### src/rtl/phi0_halt_ctrl.sv
// phi0 clock divider and HALT request generator for the 6502C phi1/phi2 stage.
// Debounced halt switch and single-step button; HALT only moves on phi0 rising edges.
module phi0_halt_ctrl #(
  parameter int DIV_HALF  = 4,
  parameter int DB_CYCLES = 16,
  parameter int CNT_W     = 16
) (
  input  logic             USER_CLK,
  input  logic             RST_N,
  input  logic             SW_HALT,
  input  logic             BTN_STEP,
  output logic             phi0_out,
  output logic             HALT,
  output logic             halted,
  output logic             stepping,
  output logic [CNT_W-1:0] cycle_cnt
);

  localparam int DW  = (DIV_HALF  > 2) ? $clog2(DIV_HALF)  : 1;
  localparam int DBW = (DB_CYCLES > 2) ? $clog2(DB_CYCLES) : 1;
  localparam logic [DW-1:0]  DIV_LAST = DW'(DIV_HALF - 1);
  localparam logic [DBW-1:0] DB_LAST  = DBW'(DB_CYCLES - 1);

  typedef enum logic [1:0] {
    ST_HALTED   = 2'd0,
    ST_RUN      = 2'd1,
    ST_STEP_RUN = 2'd2
  } state_e;

  // Bit 0 = halt switch, bit 1 = step button.
  logic [1:0]     raw_s;
  logic [1:0]     sync1_q, sync2_q;
  logic [1:0]     db_q;
  logic [DBW-1:0] db_cnt_q [2];
  logic           step_prev_q;
  logic           step_evt_s;
  logic           sw_db_s;

  logic [DW-1:0]  div_cnt_q;
  logic           phi0_q;
  logic           rise_evt_s;

  state_e         state_q, state_d;
  logic           halt_q, halt_d;
  logic           halted_q, halted_d;
  logic           stepping_q, stepping_d;
  logic           pending_q, pending_d;
  logic [CNT_W-1:0] cyc_cnt_q, cyc_cnt_d;

  assign raw_s = {BTN_STEP, SW_HALT};

  // Two-flop synchronizers for both raw inputs.
  always_ff @(posedge USER_CLK or negedge RST_N) begin
    if (!RST_N) begin
      sync1_q <= 2'b00;
      sync2_q <= 2'b00;
    end else begin
      sync1_q <= raw_s;
      sync2_q <= sync1_q;
    end
  end

  // Debouncers: a level is accepted only after DB_CYCLES consecutive mismatching samples.
  always_ff @(posedge USER_CLK or negedge RST_N) begin
    if (!RST_N) begin
      db_q        <= 2'b00;
      db_cnt_q[0] <= '0;
      db_cnt_q[1] <= '0;
      step_prev_q <= 1'b0;
    end else begin
      for (int i = 0; i < 2; i++) begin
        if (sync2_q[i] == db_q[i]) begin
          db_cnt_q[i] <= '0;
        end else if (db_cnt_q[i] == DB_LAST) begin
          db_q[i]     <= sync2_q[i];
          db_cnt_q[i] <= '0;
        end else begin
          db_cnt_q[i] <= db_cnt_q[i] + {{(DBW-1){1'b0}}, 1'b1};
        end
      end
      step_prev_q <= db_q[1];
    end
  end

  assign sw_db_s    = db_q[0];
  assign step_evt_s = db_q[1] & ~step_prev_q;

  // Free-running phi0 divider; keeps toggling while halted.
  always_ff @(posedge USER_CLK or negedge RST_N) begin
    if (!RST_N) begin
      div_cnt_q <= '0;
      phi0_q    <= 1'b0;
    end else if (div_cnt_q == DIV_LAST) begin
      div_cnt_q <= '0;
      phi0_q    <= ~phi0_q;
    end else begin
      div_cnt_q <= div_cnt_q + {{(DW-1){1'b0}}, 1'b1};
      phi0_q    <= phi0_q;
    end
  end

  assign rise_evt_s = (div_cnt_q == DIV_LAST) && !phi0_q;

  // Halt FSM: all state and output changes are gated by rise_evt.
  always_comb begin
    state_d    = state_q;
    pending_d  = pending_q;
    cyc_cnt_d  = cyc_cnt_q;

    if (rise_evt_s) begin
      case (state_q)
        ST_HALTED: begin
          if (!sw_db_s) begin
            state_d = ST_RUN;
          end else if (pending_q) begin
            state_d = ST_STEP_RUN;
          end else begin
            state_d = ST_HALTED;
          end
        end
        ST_RUN: begin
          if (sw_db_s) begin
            state_d = ST_HALTED;
          end else begin
            state_d = ST_RUN;
          end
        end
        ST_STEP_RUN: state_d = ST_HALTED;
        default:     state_d = ST_HALTED;
      endcase
    end else begin
      state_d = state_q;
    end

    halt_d     = (state_d == ST_HALTED);
    halted_d   = (state_d == ST_HALTED);
    stepping_d = (state_d == ST_STEP_RUN);

    // Leaving HALTED either consumes the pending step or abandons it for RUN.
    if (rise_evt_s && (state_q == ST_HALTED) && (state_d != ST_HALTED)) begin
      pending_d = 1'b0;
    end else if (step_evt_s && (state_q == ST_HALTED)) begin
      pending_d = 1'b1;
    end else begin
      pending_d = pending_q;
    end

    if (rise_evt_s && !halt_d) begin
      cyc_cnt_d = cyc_cnt_q + {{(CNT_W-1){1'b0}}, 1'b1};
    end else begin
      cyc_cnt_d = cyc_cnt_q;
    end
  end

  // FSM state and registered outputs.
  always_ff @(posedge USER_CLK or negedge RST_N) begin
    if (!RST_N) begin
      state_q    <= ST_HALTED;
      halt_q     <= 1'b1;
      halted_q   <= 1'b1;
      stepping_q <= 1'b0;
      pending_q  <= 1'b0;
      cyc_cnt_q  <= '0;
    end else begin
      state_q    <= state_d;
      halt_q     <= halt_d;
      halted_q   <= halted_d;
      stepping_q <= stepping_d;
      pending_q  <= pending_d;
      cyc_cnt_q  <= cyc_cnt_d;
    end
  end

  assign phi0_out  = phi0_q;
  assign HALT      = halt_q;
  assign halted    = halted_q;
  assign stepping  = stepping_q;
  assign cycle_cnt = cyc_cnt_q;

endmodule

### config.mk
export PLATFORM = sky130hd
export DESIGN_NAME = phi0_halt_ctrl
export DESIGN_NICKNAME = d
export VERILOG_FILES = /design/src/rtl/phi0_halt_ctrl.sv
export SDC_FILE = /design/constraint.sdc
export NUM_CORES = 1
export LEC_CHECK = 0
export ABC_AREA = 1
export CAP_MARGIN = 20
export CORE_ASPECT_RATIO = 0.8
export CORE_MARGIN = 2
export CORE_UTILIZATION = 30
export DETAILED_ROUTE_END_ITERATION = 8
export RECOVER_POWER = 25
export SYNTH_ARGS = -nofsm -noshare
export SYNTH_HDL_FRONTEND = slang
export SYNTH_SLANG_ARGS = --single-unit
### constraint.sdc
create_clock -name USER_CLK -period 2 [get_ports USER_CLK]
set_input_delay 0.3 -clock USER_CLK [delete_from_list [all_inputs] [get_ports USER_CLK]]
set_output_delay 0.3 -clock USER_CLK [all_outputs]
set_load 0.02 [all_outputs]
==> metrics <==
vias per cell=4.28; Final WS setup=293 ps; number of global-route vias before repair=1331; Routed WL=3.60 mm; CTS tree=yes; first drt pass iteration count=4; post-synthesis sequential area ratio=0.511; area grow syn2layout=20.2%; Starting Density=0.316; clock latency on the worst-skew pair=290 ps; I/O pins=24; critical-path maximum fanout=2; VDD IR max=0.187 mV; largest net degree at the start of global routing=40; initial antenna violation count=0; port bufs=23; Total Die Area=7030 sq um; Hold Crit Class=input pin to asynchronous set/reset pin; Post-CTS Setup Bufs=0; Post-CTS Hold Buffers=0; DRT antenna net count=0; slowest stage cell, crit path=clkdlybuf4s50_1; hold slack=239 ps; startpoint type of the worst setup path=register; clock sink count=39; Resize count post-CTS=0; Yosys top cell by area=dfrtp_1; register area=977 sq um; leading post-synthesis cells by cell area=dfrtp_1, nand2_1, nor2_1; DRT iter0 DRCs=78; drt wl/cell=10.7 um; CP arrival=1410 ps; DRC viols=0; Mapped Area=1910 sq um; GR Overflow Total=0; setup violators final=0; delay-heaviest family, CP=buffers and inverters; PnR Total Power=1370 uW; Critical Path RT=1700 ps; Final Slew Violations=0; run status=complete, no violations; CP Cell Sequence=clkdlybuf4s50_1; Tcrit/Tclk final=0.854; CORE AREA=6040 sq um; Worst Path Buf+Inv=1; Die Height=75.4 um; post-layout min period=1710 ps; H-tree levels=2; Max Cap Viol=0; Syn Nets=235; Reg clk slew, reported paths=70 ps; Synth top area share=0.498; Unique masters post-synth=21; Routability Congestion=0.797; Root Driver=clkbuf_8; fraction of layout cells with a size suffix above 1=0.0820; CTS buffer count=5; clock tree buffer depth=2; Slew @ Worst Pin=956 ps; DR vias=1442; critical path class=register to primary output; fill count=601; f_max=586 MHz; slowest stage delay, CP=590 ps; YS warnings=0; Post-Syn Area per Cell=8.42 sq um; setup_tns=0 ps; P_leak=0.00107 uW; area of the multi-input gates=828 sq um; synthesized flop and latch total=39; row cnt=25; Die Wd=93.2 um; RSZ-0062 raised after global routing=false; nets@finish=263; first-pass GRT wire length=6.14 mm; Critical Path End Type=primary output; Pwr per Cell Area=596 nW/um^2; Rel. slew slack=0.363; Placement Setup Slack=357 ps; Clock Skew=8.25 ps; Antenna Diode Count=0; Detail Placement HPWL=2.59 mm; Gate Count Post-Synth=227; total global-route track usage=0.112; final number of hold-violating endpoints=0
[cell type report]
cell class	count	area share
flip-flops and latches	39	0.425
multi-input cells	164	0.361
repair buffers	24	0.100
well taps	81	0.0441
inverters	21	0.0343
clock buffers	7	0.0332
clock inverters	1	0.00218
[worst paths after layout]
path                               from            to  slack (ps)  depth (start not counted)
max reg2reg                div_cnt_q[0]  cycle_cnt[4]         370                          8
max in group asynchronous         RST_N  cycle_cnt[9]        1170                          2
min in group USER_CLK        sync1_q[0]    sync2_q[0]         350                          0
min                               RST_N  cycle_cnt[5]         240                          2
max                              halted          HALT         290                          1
min reg2reg                  sync1_q[0]    sync2_q[0]         350                          0
[sequential cells by signal, summed over array words and instances, names as in the netlist]
name and flops:
div_cnt_q 2, sync2_q 2, db_cnt_q 8, db_q 2, step_prev_q 1, state_q 2, stepping 1, phi0_out 1
halted 1, cycle_cnt 16, pending_q 1, sync1_q 2
[synthesized netlist by cell type]
library cell and n:
xnor2_1 8, inv_1 19, nor2_4 3, dfrtp_1 38, o21ai_4 2, xor2_1 5, nand3_1 12, nand2_4 2
nand2_2 2, a21oi_1 3, nand2_1 84, buf_4 2, inv_2 2, o21ai_0 3, nand3_2 1, nor2_1 28
buf_6 1, nor3_1 1, ha_1 4, dfstp_2 1, nand4_1 6
[per-layer routing]
layer | part of all wire | up-vias | global-route usage
met1 | 0.54 | 652 | 0.161
met3 | 0.036 | 2 | 0.0297
met2 | 0.42 | 24 | 0.164
met4 | 0.011 | 0 | 0.0441
met5 | 0 | - | 0
li1 | - | 764 | -
[cells by family after synthesis]
logic type	after synthesis	synth area share
adders and majority gates	4	0.0262
AOI/OAI and AO/OA	8	0.0327
buffers and inverters	24	0.0550
xor gates and xnor gates	13	0.0596
and+or+nand+nor	139	0.315
DFF	39	0.511
[report_power, final]
part	switching (uW)	leakage, uW	internal, uW
Combinational	28.9	0.000516	17.6
Clock	264	0.0000422	245
Sequential	9.92	0.000507	803
Total	303	0.00107	1070
[cell usage in the layout, fill, tap and decap left out, types with 3 or more instances in the layout]
master and n:
a21oi_1 3, clkbuf_8 5, clkdlybuf4s50_1 22, dfrtp_1 38
ha_1 4, inv_1 19, nand2_1 84, nand3_1 12
nand4_1 6, nor2_1 28, nor2_4 3, o21ai_0 3
xnor2_1 8, xor2_1 5
[metrics by stage]
stage | utilization | area (sq um) | std cells
2_1_floorplan | - | 1910 | 227
6_report | 0.381 | 2300 | 337
3_3_place_gp | 0.367 | 2220 | 329
4_1_cts | 0.381 | 2300 | 337
3_5_place_dp | 0.367 | 2220 | 329
5_1_grt | 0.381 | 2300 | 337
Note: power is estimated with default switching activity, not from simulation.
